`src/rtl/bram_stream_pkg.sv`:
```
// Shared types and default geometry for the BRAM stream reader and its BRAM instance.
package bram_stream_pkg;

  localparam int DEF_ADDR_WIDTH = 16;
  localparam int DEF_DATA_WIDTH = 128;
  localparam int DEF_MEM_DEPTH  = 'h4000;
  localparam int DEF_LEN_WIDTH  = 17;

  typedef enum logic [1:0] {
    IDLE,
    RUN,
    DRAIN
  } rd_state_t;

endpackage

```
`src/rtl/bram_stream_reader_if.sv`:
```
// Valid/ready word stream carrying BRAM read data to a downstream consumer.
interface bram_stream_reader_if
  import bram_stream_pkg::*;
#(
  parameter int DATA_WIDTH = DEF_DATA_WIDTH
);

  logic                  m_valid;
  logic                  m_ready;
  logic [DATA_WIDTH-1:0] m_data;
  logic                  m_last;

  modport master (output m_valid, output m_data, output m_last, input m_ready);
  modport slave  (input m_valid, input m_data, input m_last, output m_ready);

endinterface

```
`src/rtl/bram_stream_reader.sv`:
```
// Streams `length` consecutive BRAM words from `base_addr`; the BRAM output register
// doubles as the stream data register and is frozen through bram_lock under backpressure.
module bram_stream_reader
  import bram_stream_pkg::*;
#(
  parameter int ADDR_WIDTH = DEF_ADDR_WIDTH,
  parameter int DATA_WIDTH = DEF_DATA_WIDTH,
  parameter int MEM_DEPTH  = DEF_MEM_DEPTH,
  parameter int LEN_WIDTH  = DEF_LEN_WIDTH
) (
  input  logic                  clk,
  input  logic                  rst,
  input  logic                  start,
  input  logic [ADDR_WIDTH-1:0] base_addr,
  input  logic [LEN_WIDTH-1:0]  length,
  output logic                  busy,
  output logic                  done,
  output logic                  bram_rden,
  output logic [ADDR_WIDTH-1:0] bram_rdaddr,
  output logic                  bram_lock,
  input  logic [DATA_WIDTH-1:0] bram_rddata,
  bram_stream_reader_if.master  m
);

  rd_state_t             state;
  logic [ADDR_WIDTH-1:0] addr;
  logic [LEN_WIDTH-1:0]  remaining;
  logic                  advance;
  logic                  issue;
  logic                  last_hs;

  // The output slot is free when empty or being drained this cycle.
  assign advance = !m.m_valid || m.m_ready;
  assign issue   = (state == RUN) && advance && !rst;
  assign last_hs = m.m_valid && m.m_ready && m.m_last;

  assign bram_rden   = issue;
  assign bram_rdaddr = addr;
  assign bram_lock   = m.m_valid && !m.m_ready && (state != IDLE) && !rst;
  assign m.m_data    = bram_rddata;

  // NOTE: state registers use non-blocking assignments so every read in this block
  // sees the pre-edge value, regardless of statement order.
  always_ff @(posedge clk) begin
    if (rst) begin
      state     <= IDLE;
      addr      <= '0;
      remaining <= '0;
      m.m_valid <= 1'b0;
      m.m_last  <= 1'b0;
      busy      <= 1'b0;
      done      <= 1'b0;
    end else begin
      done <= 1'b0;

      if (issue) begin
        addr      <= (addr == ADDR_WIDTH'(MEM_DEPTH - 1)) ? '0 : addr + 1'b1;
        remaining <= remaining - 1'b1;
        m.m_valid <= 1'b1;
        m.m_last  <= (remaining == LEN_WIDTH'(1));
      end else if (advance) begin
        m.m_valid <= 1'b0;
        m.m_last  <= 1'b0;
      end

      case (state)
        IDLE: begin
          if (start) begin
            if (length != '0) begin
              state     <= RUN;
              addr      <= base_addr;
              remaining <= length;
              busy      <= 1'b1;
            end else begin
              done <= 1'b1;
            end
          end
        end
        RUN: begin
          if (issue && remaining == LEN_WIDTH'(1)) state <= DRAIN;
        end
        DRAIN: begin
          if (last_hs) begin
            state <= IDLE;
            busy  <= 1'b0;
            done  <= 1'b1;
          end
        end
        default: state <= IDLE;
      endcase
    end
  end

endmodule
```
`src/flat_wrapper.sv`:
```
// flat-port wrapper written by rule: the top's interface ports become plain ports
module bram_stream_reader_flat import bram_stream_pkg::*;
#(
  parameter int ADDR_WIDTH = DEF_ADDR_WIDTH,
  parameter int DATA_WIDTH = DEF_DATA_WIDTH,
  parameter int MEM_DEPTH  = DEF_MEM_DEPTH,
  parameter int LEN_WIDTH  = DEF_LEN_WIDTH
)
  (clk, rst, start, base_addr, length, busy, done, bram_rden, bram_rdaddr, bram_lock, bram_rddata, m_m_valid, m_m_data, m_m_last, m_m_ready);
  bram_stream_reader_if #(.DATA_WIDTH(DATA_WIDTH)) m_i ();
  input  logic clk;
  input  logic rst;
  input  logic start;
  input  logic [ADDR_WIDTH-1:0] base_addr;
  input  logic [LEN_WIDTH-1:0] length;
  output logic busy;
  output logic done;
  output logic bram_rden;
  output logic [ADDR_WIDTH-1:0] bram_rdaddr;
  output logic bram_lock;
  input  logic [DATA_WIDTH-1:0] bram_rddata;
  output wire logic [$bits(m_i.m_valid)-1:0] m_m_valid;
  output wire logic [$bits(m_i.m_data)-1:0] m_m_data;
  output wire logic [$bits(m_i.m_last)-1:0] m_m_last;
  input wire logic [$bits(m_i.m_ready)-1:0] m_m_ready;
  assign m_m_valid = m_i.m_valid;
  assign m_m_data = m_i.m_data;
  assign m_m_last = m_i.m_last;
  assign m_i.m_ready = m_m_ready;
  bram_stream_reader #(.ADDR_WIDTH(ADDR_WIDTH), .DATA_WIDTH(DATA_WIDTH), .MEM_DEPTH(MEM_DEPTH), .LEN_WIDTH(LEN_WIDTH)) u_core (.clk(clk), .rst(rst), .start(start), .base_addr(base_addr), .length(length), .busy(busy), .done(done), .bram_rden(bram_rden), .bram_rdaddr(bram_rdaddr), .bram_lock(bram_lock), .bram_rddata(bram_rddata), .m(m_i));
endmodule
```
`config.mk`:
```
export PLATFORM = sky130hd
export DESIGN_NAME = bram_stream_reader_flat
export DESIGN_NICKNAME = d
export VERILOG_FILES = /design/src/rtl/bram_stream_pkg.sv /design/src/rtl/bram_stream_reader_if.sv /design/src/rtl/bram_stream_reader.sv /design/src/flat_wrapper.sv
export SDC_FILE = /design/constraint.sdc
export NUM_CORES = 1
export LEC_CHECK = 0
export ABC_CLOCK_PERIOD_IN_PS = 2100
export CAP_MARGIN = 15
export CORE_AREA = 2 2 122 124
export DETAILED_ROUTE_END_ITERATION = 16
export DIE_AREA = 0 0 124 126
export PLACE_DENSITY_LB_ADDON = 0.25
export SYNTH_ARGS = -nofsm -noshare
export SYNTH_HDL_FRONTEND = slang
export SYNTH_SLANG_ARGS = --single-unit
```
`constraint.sdc`:
```
create_clock -name clk -period 2.1 [get_ports clk]
set_clock_uncertainty 0.2 [all_clocks]
set_input_delay 0.21 -clock clk [delete_from_list [all_inputs] [get_ports clk]]
set_output_delay 0.21 -clock clk [all_outputs]
set_load 0.02 [all_outputs]
```
==> impl_metrics.yaml <==
status:
  outcome: "finished with violations"
  failed_checks: "negative setup slack"
detailed_routing:
  vias: 2392
  drc: 0
  drtPass1Iterations: 4
  first_iter_violations: 82
  avgRoutedWirePerCell_um: 15.7
  antenna_left: 0
  wirelength_um: 8580
  vias_per_cell: 4.39
sta:
  fmax_mhz: 470
  hold_viol: 0
  period_minus_slack_ns: 2.13
  finalMaxSlewViolations: 0
  tns_ns: -0.0538
  relSlewSlack: 0.724
  tightest_slew_ns: 0.412
  period_share: 1.01
  setup_violations: 4
  holdWs_ns: 0.136
  rsz0062_at_grt: "yes"
  worst_slack_ns: -0.0271
grt:
  grt_pass1_wl_um: 13000
  grt-ovfl-total: 0
  grt_use_total: 0.107
  grt_pass1_vias: 2441
  grt_antenna_before_repair: 0
  grt_max_degree: 34
clock_tree:
  clk_pin_slew_worst_paths_ns: 0.06
  cts_tree: "built"
  cts.path.max_buffers: 2
  cts_made_buffers: 5
  clock_latency_ns: 0.28
  htree_levels: 2
  clock-root-buffer: "clkbuf_16"
  cts_sinks: 39
worst_setup_path:
  reg2reg_setup_slack_ns: -0.03
  r2r_cells: 5
  crit_type: "flop to flop"
  critPathCapture: "u_core.remaining[16]$_SDFF_PP0_"
  r2r_end: "u_core.remaining[16]$_SDFF_PP0_"
  arrival_ns: 2.09
  cp-startpoint: "u_core.remaining[12]$_SDFF_PP0_"
  rr_startpoint: "u_core.remaining[12]$_SDFF_PP0_"
  cp.required_ns: 2.06
  start_kind: "flop"
  cp-end-kind: "flop"
  path_max_fanout: 3
yosys:
  synth_fp_nets: 554
  yosysTopAreaCell: "buf_4"
  synth-edff-count: 0
  synth.avg_cell_area_um2: 8.25
  yosysMostFrequentCell: "buf_4"
  ys_seq_area_frac: 0.245
  mappedNetlistArea_mm2: 0.00318
  async_flop_share: 0
  ys_seq_elements: 39
  synth_ff_type: "dfxtp_1"
  synthCells: 386
  synth_top_area_frac: 0.302
  synth_area_leaders: "buf_4 30%, dfxtp_1 25%, xnor2_1 5.0%, nor2_1 4.6%, a211oi_1 4.2%"
  yosysWarnings: 0
  yosys-top-cells-count: "128 x buf_4, 39 x dfxtp_1, 39 x nor2_1"
  synth_cell_types: 47
finish:
  fin_area_mm2: 0.00361
  area_delta_synth_final_pct: 13.5
  instances_no_fill: 545
  fin_util: 0.252
  nNetsFinal: 529
  final_layout_size_suffix_gt1_frac: 0.258
  diodes: 0
  num-fill-cells: 1574
flow_run:
  maxCapViolCount: 0
placed_design:
  hpwl_um: 6360
  place.gp.congestion: 0.777
  dpl.cell_count: 533
  port_buffers: 58
  post_dp_cell_area_mm2: 0.00335
min_path:
  hp-class: "input port to flop"
pwr:
  power_density_mw_per_mm2: 617
  p_leak_nw: 1.27
  ir_worst_vdd_uv: 271
floorplan:
  die_h_um: 126
  core_area_mm2: 0.0143
  die_w_um: 124
  ioPinCount: 315
  num_rows: 44
  initial_core_util: 0.222
  die_area_mm2: 0.0156
## routing by layer
layer / GRT usage / up-vias / share of wire
li1: - / 1144 / -
met1: 0.127 / 1074 / 0.42
met2: 0.163 / 111 / 0.44
met3: 0.0403 / 63 / 0.085
met4: 0.0595 / 0 / 0.050
met5: 0 / - / 0
## what timing repair did
action | in CTS | in global routing
endpoints found under the hold margin | 0 | 0
resized for setup | 6 | 15
endpoints found under the setup margin | 7 | 35
setup buffers | 0 | 3
cloned | 0 | 2
pin swaps | 3 | 12
hold buffers | 0 | 0
## cells in the final DEF (no fill, tap or decap), types with 9 or more instances in the layout
master            n
a211oi_1         18
nand2_1          14
xnor2_1          18
nor2_1           38
buf_4            46
nand4_1           9
dfxtp_1          37
clkdlybuf4s50_1  54
## flip-flops by register name (all words and copies together), names as in the netlist
signal              cells
u_core.state            2
u_core.m.m_last         1
u_core.bram_rdaddr     16
u_core.remaining       17
u_core.m.m_valid        1
u_core.busy             1
u_core.done             1
## worst min-delay path by stage
| stage | start | endpoint | slack [ns] | depth (start not counted) |
|---|---|---|---|---|
| 6_report | length[13] | u_core.remaining[13]$_SDFF_PP0_ | 0.14 | 3 |
| 5_1_grt | length[13] | u_core.remaining[13]$_SDFF_PP0_ | 0.14 | 3 |
| 4_1_cts | bram_rddata[107] | m_m_data[107] | 0.22 | 0 |
| 3_5_place_dp | bram_rddata[107] | m_m_data[107] | 0.22 | 0 |
| 3_3_place_gp | bram_rddata[107] | m_m_data[107] | 0.22 | 0 |
| 2_1_floorplan | base_addr[1] | u_core.bram_rdaddr[1]$_SDFF_PP0_ | 0.15 | 2 |
## power breakdown
part           switching [mW]  internal [mW]  total (mW)  leakage [nW]
sequential             0.0552          0.801       0.856         0.323
clock                   0.308          0.464       0.773        0.0727
combinational           0.282          0.319       0.601         0.879
total                   0.646           1.58        2.23          1.27
## through the flow
| stage | setup WS (ns) | total power, mW |
|---|---|---|
| after floorplan | 0.00344 | 1.51 |
| after global placement | -0.225 | 1.44 |
| after detailed placement | -0.265 | 1.43 |
| after CTS | -0.0266 | 2.23 |
| after global routing | -0.100 | 2.35 |
| final | -0.0271 | 2.23 |
## worst max-delay path, stage by stage, from the launching register on
cell and delay [ns]:
dfxtp_2 0.32, or4_4 0.54, or4_4 0.46, o31a_1 0.31, o21ai_1 0.12, a21oi_1 0.07
## cell families after synthesis
logic type,Yosys count,share of synthesized area
muxes,1,0.00354
and+or+nand+nor,114,0.208
AOI/OAI and AO/OA,52,0.128
buffers and inverters,151,0.333
xor gates and xnor gates,26,0.0715
adders and majority gates,3,0.0118
DFF,39,0.245
## layout make-up
type                       count  area, um2  share of cell area
timing repair buffer         110       1020               0.283
tap                          184        230              0.0637
sequential                    39        783               0.217
clock inverter                 1       5.00             0.00139
clock buffer                   6        139              0.0384
multi-input combinational    196       1400               0.387
inverter                       9       35.0             0.00970
No activity file was read; power rests on OpenSTA's default activity.
